**config.mk**
```make
export PLATFORM = sky130hd
export DESIGN_NAME = mem_bus_router
export DESIGN_NICKNAME = d
export VERILOG_FILES = /design/src/rtl/mem_bus_router_pkg.sv /design/src/rtl/mem_bus_addr_decoder.sv /design/src/rtl/mem_bus_router.sv
export SDC_FILE = /design/constraint.sdc
export NUM_CORES = 1
export LEC_CHECK = 0
export BUFFER_PORTS_ARGS = -buffer_cell sky130_fd_sc_hd__buf_2
export CORE_AREA = 2 2 205 207
export DETAILED_ROUTE_END_ITERATION = 8
export DIE_AREA = 0 0 207 209
export PLACE_DENSITY = 0.3
export SLEW_MARGIN = 10
export SYNTH_ARGS = -nofsm -noshare
export SYNTH_HDL_FRONTEND = slang
export SYNTH_SLANG_ARGS = --single-unit
```
**constraint.sdc**
```tcl
create_clock -name clk -period 3.2 [get_ports clk]
set_input_delay 0.48 -clock clk [delete_from_list [all_inputs] [get_ports clk]]
set_output_delay 0.48 -clock clk [all_outputs]
set_load 0.05 [all_outputs]
```
**src/rtl/mem_bus_router_pkg.sv**
```systemverilog
// Shared definitions for the memory bus router and its address decoder.
package mem_bus_router_pkg;

  localparam int RISCV_ADDR_WIDTH = 32;
  localparam int RISCV_WORD_WIDTH = 32;

  // Read data returned with an error completion, easy to spot in a dump.
  localparam logic [31:0] ROUTER_ERR_RDATA = 32'hDEADBEEF;

  typedef enum logic [1:0] {
    ROUTER_IDLE   = 2'd0,
    ROUTER_ACTIVE = 2'd1,
    ROUTER_ERR    = 2'd2
  } router_state_e;

  // Width of a port index; a single-port router still needs one bit.
  function automatic int idx_width(input int n);
    return (n > 1) ? $clog2(n) : 1;
  endfunction

endpackage

```
**src/rtl/mem_bus_addr_decoder.sv**
```systemverilog
// Combinational base/mask address decoder; the lowest matching port index wins.
module mem_bus_addr_decoder
  import mem_bus_router_pkg::*;
#(
  parameter int                               NUM_SLAVES = 4,
  parameter int                               ADDR_WIDTH = RISCV_ADDR_WIDTH,
  parameter logic [NUM_SLAVES*ADDR_WIDTH-1:0] SLAVE_BASE = '0,
  parameter logic [NUM_SLAVES*ADDR_WIDTH-1:0] SLAVE_MASK = '0,
  localparam int                              IDX_W      = idx_width(NUM_SLAVES)
) (
  input  logic [ADDR_WIDTH-1:0] addr,
  output logic                  hit,
  output logic [IDX_W-1:0]      index
);

  // Scan from the highest index down so a lower matching index overrides.
  always_comb begin
    hit   = 1'b0;
    index = '0;
    for (int i = NUM_SLAVES - 1; i >= 0; i--) begin
      if ((addr & SLAVE_MASK[i*ADDR_WIDTH +: ADDR_WIDTH]) ==
          (SLAVE_BASE[i*ADDR_WIDTH +: ADDR_WIDTH] & SLAVE_MASK[i*ADDR_WIDTH +: ADDR_WIDTH])) begin
        hit   = 1'b1;
        index = IDX_W'(i);
      end
    end
  end

endmodule

```
**src/rtl/mem_bus_router.sv**
```systemverilog
// 1-to-N memory bus router: base/mask decode, error completion for unmapped
// addresses, per-transaction timeout and a saturating error counter.
//
// state  | meaning
// IDLE   | waiting for s_valid_i; decode the address
// ACTIVE | request presented to the selected port, waiting for its ready
// ERR    | one-cycle error completion (unmapped address or timeout)
module mem_bus_router
  import mem_bus_router_pkg::*;
#(
  parameter int                               NUM_SLAVES     = 4,
  parameter int                               ADDR_WIDTH     = RISCV_ADDR_WIDTH,
  parameter int                               DATA_WIDTH     = RISCV_WORD_WIDTH,
  parameter logic [NUM_SLAVES*ADDR_WIDTH-1:0] SLAVE_BASE     = {32'h20000000, 32'h10000000,
                                                                32'h00000000, 32'h000FFFFC},
  parameter logic [NUM_SLAVES*ADDR_WIDTH-1:0] SLAVE_MASK     = {32'hFFFF0000, 32'hFFFF0000,
                                                                32'hFFF00000, 32'hFFFFFFFC},
  parameter int                               TIMEOUT_CYCLES = 255,
  parameter logic [DATA_WIDTH-1:0]            ERR_RDATA      = DATA_WIDTH'(ROUTER_ERR_RDATA),
  localparam int                              BE_W           = DATA_WIDTH / 8
) (
  input  logic                             clk,
  input  logic                             rst_n,
  input  logic                             s_valid_i,
  output logic                             s_ready_o,
  input  logic [ADDR_WIDTH-1:0]            s_addr_i,
  input  logic [DATA_WIDTH-1:0]            s_wdata_i,
  input  logic [BE_W-1:0]                  s_we_i,
  output logic [DATA_WIDTH-1:0]            s_rdata_o,
  output logic                             s_err_o,
  output logic [NUM_SLAVES-1:0]            m_valid_o,
  input  logic [NUM_SLAVES-1:0]            m_ready_i,
  output logic [NUM_SLAVES*ADDR_WIDTH-1:0] m_addr_o,
  output logic [NUM_SLAVES*DATA_WIDTH-1:0] m_wdata_o,
  output logic [NUM_SLAVES*BE_W-1:0]       m_we_o,
  input  logic [NUM_SLAVES*DATA_WIDTH-1:0] m_rdata_i,
  output logic [7:0]                       err_cnt_o
);

  localparam int IDX_W = idx_width(NUM_SLAVES);
  // The counter only ever needs to hold TIMEOUT_CYCLES-1 before the limit fires.
  localparam int TO_W = (TIMEOUT_CYCLES > 1) ? $clog2(TIMEOUT_CYCLES) : 1;
  localparam bit TO_EN = (TIMEOUT_CYCLES > 0);
  localparam logic [TO_W-1:0] TO_LIMIT = TO_W'((TIMEOUT_CYCLES > 0) ? TIMEOUT_CYCLES - 1 : 0);

  router_state_e    state;
  logic [IDX_W-1:0] idx;
  logic [TO_W-1:0]  to_cnt;
  logic [7:0]       err_cnt;
  logic             dec_hit;
  logic [IDX_W-1:0] dec_idx;
  logic             sel_ready;

  mem_bus_addr_decoder #(
    .NUM_SLAVES (NUM_SLAVES),
    .ADDR_WIDTH (ADDR_WIDTH),
    .SLAVE_BASE (SLAVE_BASE),
    .SLAVE_MASK (SLAVE_MASK)
  ) u_decoder (
    .addr  (s_addr_i),
    .hit   (dec_hit),
    .index (dec_idx)
  );

  // Ready from the selected port only; other ports' ready is ignored.
  always_comb begin
    sel_ready = 1'b0;
    for (int i = 0; i < NUM_SLAVES; i++) begin
      if (idx == IDX_W'(i)) sel_ready = m_ready_i[i];
    end
  end

  // Router FSM with timeout counter and saturating error counter.
  always_ff @(posedge clk or negedge rst_n) begin
    if (!rst_n) begin
      state   <= ROUTER_IDLE;
      idx     <= '0;
      to_cnt  <= '0;
      err_cnt <= '0;
    end else begin
      case (state)
        ROUTER_IDLE: begin
          to_cnt <= '0;
          if (s_valid_i) begin
            if (dec_hit) begin
              idx   <= dec_idx;
              state <= ROUTER_ACTIVE;
            end else begin
              state <= ROUTER_ERR;
            end
          end
        end
        ROUTER_ACTIVE: begin
          // Abort first, then ready, so ready wins over a timeout on the same cycle.
          if (!s_valid_i || sel_ready) begin
            state  <= ROUTER_IDLE;
            to_cnt <= '0;
          end else if (TO_EN && (to_cnt == TO_LIMIT)) begin
            state  <= ROUTER_ERR;
            to_cnt <= '0;
          end else if (TO_EN) begin
            to_cnt <= to_cnt + 1'b1;
          end
        end
        ROUTER_ERR: begin
          state <= ROUTER_IDLE;
          if (err_cnt != 8'hFF) err_cnt <= err_cnt + 8'd1;
        end
        default: state <= ROUTER_IDLE;
      endcase
    end
  end

  // Core-side response and per-port strobes, all decoded from registered state.
  always_comb begin
    s_ready_o = 1'b0;
    s_err_o   = 1'b0;
    s_rdata_o = '0;
    m_valid_o = '0;
    m_we_o    = '0;
    case (state)
      ROUTER_ACTIVE: begin
        for (int i = 0; i < NUM_SLAVES; i++) begin
          if (idx == IDX_W'(i)) begin
            m_valid_o[i]             = 1'b1;
            m_we_o[i*BE_W +: BE_W]   = s_we_i;
            if (s_valid_i && m_ready_i[i]) begin
              s_ready_o = 1'b1;
              s_rdata_o = m_rdata_i[i*DATA_WIDTH +: DATA_WIDTH];
            end
          end
        end
      end
      ROUTER_ERR: begin
        s_ready_o = 1'b1;
        s_err_o   = 1'b1;
        s_rdata_o = ERR_RDATA;
      end
      default: ;
    endcase
  end

  assign m_addr_o  = {NUM_SLAVES{s_addr_i}};
  assign m_wdata_o = {NUM_SLAVES{s_wdata_i}};
  assign err_cnt_o = err_cnt;

endmodule

```
# ---- Word level (Yosys, flattened, before mapping)
# Cells that the tools add are included.
dict set report word_totals {
  out_inout_bits 318
  input_bits 203
  reg_bits 20
}
dict set report classes {
  n_reduce_logical 13
  add_sub_neg 2
  eq_ne 12
  n_mux 49
}
# cell count
set ops {}
lappend ops {{$mux W32} 8}
lappend ops {{$pmux W32 S2} 1}
lappend ops {{$logic_not A32 Y1} 1}
lappend ops {{$eq A30 B18 Y1 const B} 1}
lappend ops {{$mux W1} 21}
lappend ops {{$mux W4} 5}
lappend ops {{$add A8 B1 Y8 const B} 2}
lappend ops {{$eq A16 B13 Y1 const B} 1}
lappend ops {{$eq A16 B14 Y1 const B} 1}
lappend ops {{$mux W16} 1}
lappend ops {{$mux W2} 8}
lappend ops {{$mux W8} 2}
lappend ops {{$pmux W8 S2} 1}
lappend ops {{$eq A8 B8 Y1 const B} 1}
lappend ops {{$ne A8 B8 Y1 const B} 1}
lappend ops {{$eq A2 B2 Y1 const B} 3}
lappend ops {{$eq A2 B1 Y1 const B} 2}
lappend ops {{$logic_and A1 B1 Y1} 4}
lappend ops {{$logic_not A2 Y1} 2}
lappend ops {{$pmux W2 S2} 1}
lappend ops {{$reduce_and A2 Y1} 2}
lappend ops {{$ne A3 B3 Y1 const B} 1}
lappend ops {{$reduce_and A3 Y1} 1}
lappend ops {{$ne A2 B2 Y1 const B} 1}
lappend ops {{other kinds (4)} 4}

# ---- Depth between registers and ports, before layout
dict set report logic_depth {
  ltp_word 10
  depth_mapped 7
  mapped_depth_nobuf 6
}

# ---- Modules after synthesis
# Synthesis repeated with hierarchy kept, for this count alone.
dict set report unflattened {
  cells_unflattened 531
  area_unflattened_um2 4124.0
}
# mod area_per_inst_um2 instances seq_area_each_um2 cells_per_inst
set modules_own_cells {}
lappend modules_own_cells {mem_bus_router 4005.1 1 500.5 514}
lappend modules_own_cells {mem_bus_addr_decoder 118.9 1 0.0 17}

# ---- Worst setup path before layout
# Ideal clock, no wire load.
dict set report synth_path {
  path_type {input -> output}
  start {input s_valid_i}
  end {output s_rdata_o[13]}
  n_path_buf 3
  cell_stages 6
  slack_ns 0.221
  t_arrival_ns 2.499
  cell_sequence {buf_2 > nor4bb_1 > buf_2 > buf_2 > a221oi_1 > o31ai_1}
}
dict set report synth_via {
  elab_chain_len 10
  word_cells_on_any_way 13
}
# element line
set synth_lines {}
lappend synth_lines {{from (decl)} mem_bus_router.sv:24} ;# input logic s_valid_i,
lappend synth_lines {{$logic_and A1 B1 Y1} mem_bus_router.sv:127} ;# if (s_valid_i && m_ready_i[i]) begin
lappend synth_lines {{$mux W32} mem_bus_router.sv:127}
lappend synth_lines {{$mux W32} mem_bus_router.sv:124} ;# if (idx == IDX_W'(i)) begin
lappend synth_lines {{$mux W32} mem_bus_router.sv:127}
lappend synth_lines {{$mux W32} mem_bus_router.sv:124}
lappend synth_lines {{$mux W32} mem_bus_router.sv:127}
lappend synth_lines {{$mux W32} mem_bus_router.sv:124}
lappend synth_lines {{$mux W32} mem_bus_router.sv:127}
lappend synth_lines {{$mux W32 (*)} mem_bus_router.sv:124}
lappend synth_lines {{$pmux W32 S2 (*)} mem_bus_router.sv:121} ;# case (state)
lappend synth_lines {{to (decl)} mem_bus_router.sv:29} ;# output logic [DATA_WIDTH-1:0] s_rdata_o,
# Every way passes the cells marked *; elsewhere a longest branch is shown, timed or not.

# ---- Final worst setup path
dict set report layout_path {
  start {register idx[1]}
  end {output s_rdata_o[29]}
}
dict set report layout_via {
  elab_chain_len 9
  word_cells_on_any_way 12
}
# element line
set layout_lines {}
lappend layout_lines {{from (decl)} mem_bus_router.sv:47} ;# logic [IDX_W-1:0] idx;
lappend layout_lines {{from (signal assigned)} mem_bus_router.sv:86} ;# idx <= dec_idx;
lappend layout_lines {{$logic_not A2 Y1} mem_bus_router.sv:124}
lappend layout_lines {{$mux W32} mem_bus_router.sv:124}
lappend layout_lines {{$mux W32} mem_bus_router.sv:127}
lappend layout_lines {{$mux W32} mem_bus_router.sv:124}
lappend layout_lines {{$mux W32} mem_bus_router.sv:127}
lappend layout_lines {{$mux W32} mem_bus_router.sv:124}
lappend layout_lines {{$mux W32} mem_bus_router.sv:127}
lappend layout_lines {{$mux W32 (*)} mem_bus_router.sv:124}
lappend layout_lines {{$pmux W32 S2 (*)} mem_bus_router.sv:121}
# Marks and branches as above.

==> impl_metrics.tcl <==
set metrics [dict create \
    htree_levels 1 \
    die_width_um 207 \
    dr_wl_met2_mm 11.58 \
    fp.dieArea_um2 43260 \
    tightestPinTransition_ns 0.8053 \
    synth_fa_ha_area_frac 0.01785 \
    stdcell_count 1179 \
    synth.area.mux_share 0.01726 \
    holdWs_ns 0.1976 \
    syn-num-nets 759 \
    drc 0 \
    netlist_instances 550 \
    fin_nets 850 \
    synth_common_cells "buf_4, a221oi_1, o22ai_1, o31ai_1" \
    hpwl_mm 19.13 \
    synth_top_family_by_area "buffers and inverters" \
    status "finished, final reports clean" \
    rows 75 \
    grt_max_degree 24 \
    finalPower_mw 2.812 \
    fmax_mhz 336.7 \
    grt_overflow 0 \
    grt_pass1_vias 3871 \
    ios 521 \
    critPathCaptureType "output port" \
    syn_area_um2 4205 \
    arrival_ns 2.49 \
    clk_path_buf_depth 2 \
    post-route-util 0.1212 \
    wl_mm 21.82 \
    port_buffers 350 \
    grt_pass1_wl_mm 29.77 \
    leakagePower_nw 2.408 \
    antenna_found_initial 2 \
    synth.avg_cell_area_um2 7.646 \
    yosysTopAreaCellShare 0.4624 \
    drv_cap 0 \
    nFillCells 4858 \
    synth.yosys.seq_area_share 0.1190 \
    die_height_um 209 \
    numCtsBuffers 3 \
    rsz0062_at_grt "false" \
    synth_cell_types 46 \
    synthFlopType "dfrtp_1" \
    grtUsageTotal 0.09370 \
    first_pass_iters 6 \
    synth-edff-count 0 \
    initial_core_util 0.1018 \
    critical_path_required_ns 2.72 \
    power_density_nw_per_um2 561.9 \
    clock_skew_ns 0.007638 \
    area_growth_syn_to_layout_pct 19.01 \
    dr_wl_met3_mm 1.965 \
    n_antenna_cell 0 \
    clkTransAtPathRegs_ns 0.07 \
    synth_xor_area_frac 0.01458 \
    cts_tree "done" \
    cts_sinks 20 \
    min_period_ns 2.970 \
    highest_layer "met5" \
    place_inst 1175 \
    vias 4143 \
    hold_class "input pin to async pin" \
    wl_met1_mm 7.866 \
    synth-compound-area-share 0.2062 \
    period_share 0.9280 \
    finalHoldViolations 0 \
    gp_congestion 0.7910 \
    wl_per_cell_um 18.51 \
    postCtsHoldBufs 0 \
    routed_via_density 3.514 \
    drtAntennaViolNets 0 \
    final_max_slew_viol_count 0 \
    peakVddDrop_mv 0.1353 \
    yosys.area.top_type "buf_4" \
    root_buffer "clkbuf_16" \
    worst-setup-path-type "flip-flop to output port" \
    setup_viol_count_final 0 \
    ys_top_cells_by_area "buf_4, dfrtp_1, a221oi_1, o22ai_1, o31ai_1" \
    tns_ns 0 \
    drt_iter0_drc 225 \
    yosysMostFrequentCell "buf_4" \
    coreArea_um2 41290 \
    crit_fanout 18 \
    postCtsSetupBuffers 0 \
    drive_gt1_frac 0.5953 \
    synthSimpleGateAreaFrac 0.1259 \
    synth-seq-cells 20 \
    worst_setup_path_start_kind "flip-flop" \
    postSynth.asyncResetShare 1.000 \
    max_slew_margin 0.4632 \
    worstSkewPairLatency_ns 0.27 \
    yosysWarnings 0 \
]
==> cells in the final DEF, fill, tap and decap left out, drive strengths merged, types with 2 or more instances in the layout <==
cell type  count
o22ai         31
o31ai         23
or3            5
nand4b         2
mux2i          5
o21ai          8
nand4          6
ha             6
a21oi          4
nor2b          2
xnor2          3
o21a           2
dfrtp         20
buf          369
nor3          12
nand2         21
mux2           2
nand3          7
and2          13
a221oi        32
inv           11
xor2           4
and3           8
clkbuf         3
a31oi          7
nor4           5
nor2          15
==> timing repair <==
action / 4_1_cts / 5_1_grt
hold endpoints to repair: 0 / 0
gates resized for setup: 0 / 1
setup endpoints to repair: 0 / 1
==> kinds of logic (layout without fill, tap and decap cells) <==
family	after synthesis	after routing
buf+inv	294	384
xor+xnor	7	7
fa+ha+maj	6	6
mux	7	7
simple gates	100	100
compound gates	116	116
flops	20	20
==> stage by stage <==
step	setup slack, ns	instance area, um^2
after detailed placement	0.3906	4897
after floorplan	0.2213	4205
after global placement	0.3955	4897
after global routing	0.06583	5005
final	0.2304	5005
after CTS	0.07826	5002
==> cell type report <==
class | count | area, um^2 | share of cell area
repair buffers | 369 | 2052 | 0.4100
flip-flops and latches | 20 | 500.5 | 0.1000
multi-input cells | 236 | 1632 | 0.3260
inverters | 11 | 41.29 | 0.008250
clock inverters | 1 | 30.03 | 0.006000
clock buffers | 3 | 75.07 | 0.01500
well taps | 539 | 674.4 | 0.1348
==> final timing paths <==
check	startpoint	slack [ns]	to	depth (start not counted)
setup / recovery	idx[1]	0.23	s_rdata_o[29]	7
hold reg to reg	err_cnt_o[4]	0.53	err_cnt_o[4]	1
min in group clk	err_cnt_o[4]	0.53	err_cnt_o[4]	1
setup reg to reg	state[1]	1.16	to_cnt[5]	6
max in group asynchronous	rst_n	2.63	to_cnt[5]	1
hold / removal	rst_n	0.20	err_cnt_o[6]	1
==> critical path, cell delays in order, from the launching register on <==
cell	delay, ns
dfrtp_1	0.49
buf_4	0.22
and4b_4	0.52
buf_12	0.20
a22oi_1	0.10
a21oi_1	0.24
o21a_1	0.16
buf_2	0.28
==> power breakdown <==
group          internal [mW]  leakage (nW)  total, mW  switching [mW]
Combinational          0.582          2.09       2.08            1.50
Sequential             0.301         0.267      0.364          0.0629
Clock                  0.249        0.0511      0.366           0.117
==> flip-flops by register name, summed over array words and instances, names as in the netlist <==
register   flops
idx            2
state          2
err_cnt_o      8
to_cnt         8
==> per-layer routing <==
metal,vias to the layer above,GRT usage
li1,1880,-
met1,1898,0.1007
met2,345,0.1763
met3,18,0.02931
met4,2,0.02315
met5,-,0.004449
Note: power is estimated with default switching activity, not from simulation.
